$ cat src/rtl/pipe_ctrl_pkg.sv
// Shared types and constants for the pipeline sequencing controller.
package pipe_ctrl_pkg;

  typedef enum logic {
    RUN     = 1'b0,
    FP_WAIT = 1'b1
  } state_e;

  localparam int unsigned FP_LAT_DEF  = 4;
  localparam int unsigned DBL_LAT_DEF = 8;
  localparam int unsigned CNT_W       = 16;

  // Saturating increment for the performance event counters.
  function automatic logic [CNT_W-1:0] sat_inc(input logic [CNT_W-1:0] val,
                                               input logic             en);
    return (en && (val != {CNT_W{1'b1}})) ? val + 1'b1 : val;
  endfunction

endpackage

$ cat src/rtl/hazard_detect.sv
// Combinational load-use comparator: flags an ID source that a load in EX is about to write.
module hazard_detect
  import pipe_ctrl_pkg::*;
(
  input  logic [4:0] rs_D,
  input  logic [4:0] rt_D,
  input  logic       uses_rs_D,
  input  logic       uses_rt_D,
  input  logic       float_rs_D,
  input  logic       float_rt_D,
  input  logic [4:0] dst_X,
  input  logic       memread_X,
  input  logic       regwrite_X,
  input  logic       regwriteF_X,
  output logic       lu
);

  logic int_wr;
  logic rs_class;
  logic rt_class;
  logic rs_hit;
  logic rt_hit;

  // Integer $zero is never a real destination; FP register 0 is.
  assign int_wr   = regwrite_X && (dst_X != 5'd0);
  assign rs_class = float_rs_D ? regwriteF_X : int_wr;
  assign rt_class = float_rt_D ? regwriteF_X : int_wr;

  assign rs_hit = uses_rs_D && (rs_D == dst_X) && rs_class;
  assign rt_hit = uses_rt_D && (rt_D == dst_X) && rt_class;

  assign lu = memread_X && (rs_hit || rt_hit);

endmodule

$ cat src/rtl/pipe_hazard_ctrl.sv
// Stall/hold/flush sequencing for the 5-stage core: load-use, taken branch and multi-cycle FP.
module pipe_hazard_ctrl
  import pipe_ctrl_pkg::*;
#(
  parameter int unsigned FP_LAT  = FP_LAT_DEF,
  parameter int unsigned DBL_LAT = DBL_LAT_DEF
) (
  input  logic             clk,
  input  logic             rst_n,
  input  logic [4:0]       rs_D,
  input  logic [4:0]       rt_D,
  input  logic             uses_rs_D,
  input  logic             uses_rt_D,
  input  logic             float_rs_D,
  input  logic             float_rt_D,
  input  logic [4:0]       dst_X,
  input  logic             memread_X,
  input  logic             regwrite_X,
  input  logic             regwriteF_X,
  input  logic             fp_op_X,
  input  logic             double_X,
  input  logic             branch_taken_X,
  output logic             stall_PC,
  output logic             stall_IF_ID,
  output logic             hold_ID_EXE,
  output logic             flush_IF_ID,
  output logic             flush_ID_EXE,
  output logic             fp_busy,
  output logic [CNT_W-1:0] stall_cnt,
  output logic [CNT_W-1:0] flush_cnt
);

  // One freeze cycle is spent in RUN and the count-down ends at zero.
  localparam logic [3:0] FpLoad  = 4'(FP_LAT - 2);
  localparam logic [3:0] DblLoad = 4'(DBL_LAT - 2);

  state_e           state_q, state_d;
  logic [3:0]       cnt_q, cnt_d;
  logic             done_q, done_d;
  logic [CNT_W-1:0] stall_cnt_q, flush_cnt_q;
  logic             lu;

  hazard_detect u_hazard_detect (
    .rs_D        (rs_D),
    .rt_D        (rt_D),
    .uses_rs_D   (uses_rs_D),
    .uses_rt_D   (uses_rt_D),
    .float_rs_D  (float_rs_D),
    .float_rt_D  (float_rt_D),
    .dst_X       (dst_X),
    .memread_X   (memread_X),
    .regwrite_X  (regwrite_X),
    .regwriteF_X (regwriteF_X),
    .lu          (lu)
  );

  always_comb begin
    state_d      = state_q;
    cnt_d        = cnt_q;
    done_d       = 1'b0;
    stall_PC     = 1'b0;
    stall_IF_ID  = 1'b0;
    hold_ID_EXE  = 1'b0;
    flush_IF_ID  = 1'b0;
    flush_ID_EXE = 1'b0;
    fp_busy      = 1'b0;

    case (state_q)
      RUN: begin
        if (branch_taken_X) begin
          flush_IF_ID  = 1'b1;
          flush_ID_EXE = 1'b1;
        end else if (fp_op_X && !done_q) begin
          stall_PC    = 1'b1;
          stall_IF_ID = 1'b1;
          hold_ID_EXE = 1'b1;
          cnt_d       = double_X ? DblLoad : FpLoad;
          state_d     = FP_WAIT;
        end else if (lu) begin
          stall_PC     = 1'b1;
          stall_IF_ID  = 1'b1;
          flush_ID_EXE = 1'b1;
        end
      end

      FP_WAIT: begin
        stall_PC    = 1'b1;
        stall_IF_ID = 1'b1;
        hold_ID_EXE = 1'b1;
        fp_busy     = 1'b1;
        if (cnt_q == 4'd0) begin
          state_d = RUN;
          // Suppresses re-trigger while the finished op still sits in EX.
          done_d  = 1'b1;
        end else begin
          cnt_d = cnt_q - 4'd1;
        end
      end

      default: state_d = RUN;
    endcase
  end

  always_ff @(posedge clk or negedge rst_n) begin
    if (!rst_n) begin
      state_q     <= RUN;
      cnt_q       <= 4'd0;
      done_q      <= 1'b0;
      stall_cnt_q <= '0;
      flush_cnt_q <= '0;
    end else begin
      state_q     <= state_d;
      cnt_q       <= cnt_d;
      done_q      <= done_d;
      stall_cnt_q <= sat_inc(stall_cnt_q, stall_PC);
      flush_cnt_q <= sat_inc(flush_cnt_q, flush_IF_ID);
    end
  end

  assign stall_cnt = stall_cnt_q;
  assign flush_cnt = flush_cnt_q;

endmodule

$ cat config.mk
export PLATFORM = sky130hd
export DESIGN_NAME = pipe_hazard_ctrl
export DESIGN_NICKNAME = d
export VERILOG_FILES = /design/src/rtl/pipe_ctrl_pkg.sv /design/src/rtl/hazard_detect.sv /design/src/rtl/pipe_hazard_ctrl.sv
export SDC_FILE = /design/constraint.sdc
export NUM_CORES = 1
export LEC_CHECK = 0
export BUFFER_PORTS_ARGS = -buffer_cell sky130_fd_sc_hd__buf_2
export CAP_MARGIN = 5
export CORE_MARGIN = 8
export CORE_UTILIZATION = 53
export CTS_BUF_LIST = sky130_fd_sc_hd__clkbuf_8
export DETAILED_ROUTE_END_ITERATION = 10
export PLACE_DENSITY_LB_ADDON = 0.05
export SLEW_MARGIN = 20
export SYNTH_ARGS = -nofsm -noshare
export SYNTH_HDL_FRONTEND = slang
export SYNTH_SLANG_ARGS = --single-unit
$ cat constraint.sdc
create_clock -name clk -period 2.3 [get_ports clk]
set_clock_uncertainty 0.05 [all_clocks]
set_input_delay 0.46 -clock clk [delete_from_list [all_inputs] [get_ports clk]]
set_output_delay 0.46 -clock clk [all_outputs]
set_load 0.02 [all_outputs]
==> metrics <==
outcome finished, final reports clean; EDFF count, synth 0; CTS clock-pin slew for the worst setup and hold paths 70 ps; RSZ-0062 raised after global routing false; fmax 469 MHz; Die X-Extent 78.9 microns; Design Area, Final 2570 sq um; Max Fanout on Critical Path 9; Core Footprint 3910 sq um; Initial DRT Pass Iterations 4; Worst path slowest cell nor4_2; Worst-Margin Slew 477 ps; Critical Path RT 1790 ps; Seq/Total Area, Yosys 45.4%; Cell Area, Placed 2480 sq um; vias per cell 5.12; Layout fillers 352; Syn Area/Cell 10.1 sq um; ys flop type dfrtp_1; total grt overflow 0; min Tclk post-route 2130 ps; Max Root-Sink Buffers 2; RR Startpoint stall_cnt[0]$_DFFE_PN0P_; Synth Cell Area 2090 sq um; CP Capture Type primary output; post-synthesis async set-or-reset flop share 100%; startpoint types input port; Post-Route WL 4.46 mm; Non-Filler Instances 330; Final Cycle Share 92.7%; GPL Wtd Cong 0.855; worst vdd ir 0.497 mV; remaining antenna violation count 0; post-synth cell types 40; reg2reg setup slack 250 ps; area delta synth->final 22.9%; Die H 78.9 microns; Slew Viols, Final 0; io pins 65; critical path data arrival time 1620 ps; Port Buffers 64; initial antenna violation count 0; Fin. Hold Viols 0; hold crit path type input port to async pin; setup TNS 0 ps; Inst Count DP 322; post-DR wirelength/cell 13.5 microns; pwr/cell area 925 nW/um^2; critical path type input port to primary output; max_cap viols 0; vias post-DR 1688; cells on worst reg2reg path 7; antenna fix cells 0; H-tree depth 2; CP max stage delay 320 ps; vias in the first global route 1679; Hold Buf Count CTS 0; # DRC 0; CTS Sinks 38; Yosys reg bits 38; Worst-Skew Late Latency 280 ps; share of cells above drive strength 1 31.8%; TritonCTS clock tree built; first-pass GRT wire length 7.72 mm; Rel. slew slack 68.2%; Crit path top cell by count buf_2; initial core utilization 53.5%; Post-CTS Setup Inserts 0; static leakage 1.28 nW; post_cts resized 0; critical-path cell list buf_2, xor2_1, nor4_2, nand4_1, nand3_2, buf_2; Syn Inst Count 207; die area 6220 sq um; RR Endpoint stall_cnt[1]$_DFFE_PN0P_; setup violators final 0; Num CTS Buffers 5; FP Rows 23; GRT Util Overall 15.3%; largest net degree at the start of global routing 21; CTS root buf clkbuf_8; Layout Nets 310; placed wire-length estimate 3.55 mm; First DRT Iteration DRCs 59; Synth Net Count 238; synth warn 0
routing by layer:
layer / vias to the layer above / track usage (%) / part of all wire, %
met5: - / 0 / 0
li1: 857 / - / -
met4: 0 / 5.00 / 1.1
met1: 789 / 18.6 / 46
met2: 38 / 24.8 / 47
met3: 4 / 5.53 / 5.8
critical path, delay by kind of cell:
kind | cells | cell delay [ps]
AND/OR/NAND/NOR | 3 | 660
buffers and inverters | 2 | 330
XOR/XNOR | 1 | 170
logic make-up after synthesis:
group	synth area share, %
AOI/OAI and AO/OA	3.58
and+or+nand+nor	27.5
DFF	45.4
adders and majority gates	2.39
xor gates and xnor gates	15.9
buffers and inverters	3.11
muxes	2.15
sequential cells by signal, indices dropped and copies added, names as in the netlist:
signal / cells
stall_cnt: 16
state_q: 1
flush_cnt: 16
cnt_q: 4
done_q: 1
area by class of cell:
type                       instances  area, sq um  area share, %
clock buffer                       6         82.6           3.21
clock inverter                     2         12.5          0.486
inverter                           8         30.0           1.17
multi-input combinational        157         1080           41.9
sequential                        38          951           36.9
tap                               50         62.6           2.43
timing repair buffer              69          358           13.9
worst max-delay path by stage:
stage,startpoint,end
final,dst_X[3],stall_IF_ID
after global routing,dst_X[3],stall_PC
after CTS,dst_X[3],stall_IF_ID
after detailed placement,dst_X[3],stall_IF_ID
after global placement,dst_X[3],stall_IF_ID
after floorplan,stall_cnt[0]$_DFFE_PN0P_,stall_cnt[1]$_DFFE_PN0P_
power breakdown:
part | internal [mW] | switching, mW
Combinational | 0.375 | 0.523
Sequential | 0.834 | 0.181
Clock | 0.241 | 0.228
stage by stage:
| stage | util, % | power, mW | setup WS, ps | hold WS (ps) |
|---|---|---|---|---|
| 2_1_floorplan | - | 1.64 | 252 | 114 |
| 6_report | 65.8 | 2.38 | 169 | 77.2 |
| 3_3_place_gp | 63.4 | 1.92 | 174 | 397 |
| 4_1_cts | 65.8 | 2.42 | 150 | 80.4 |
| 5_1_grt | 65.8 | 2.58 | 59.6 | 95.7 |
| 3_5_place_dp | 63.4 | 1.94 | 150 | 398 |
synth_stat cells, drive strengths merged, types with 5 or more instances:
master   n  share of area (%)
a21oi    5                1.2
and3     5                1.5
dfrtp   38                 45
inv      8                1.4
nand2   21                3.9
nand2b   5                1.5
nand3   19                4.8
nand4    9                2.7
nor2    13                2.3
nor3     6                1.7
xnor2   22                9.2
xor2    16                6.7
placed cells by master (no fill, tap or decap), drive strengths merged, types with 6 or more instances in the layout:
cell	count
xor2	16
nor2	13
inv	8
nor3	6
nand3	19
nand2	21
buf	69
nand4	9
dfrtp	38
clkbuf	6
xnor2	22
Note: power is estimated with default switching activity, not from simulation.
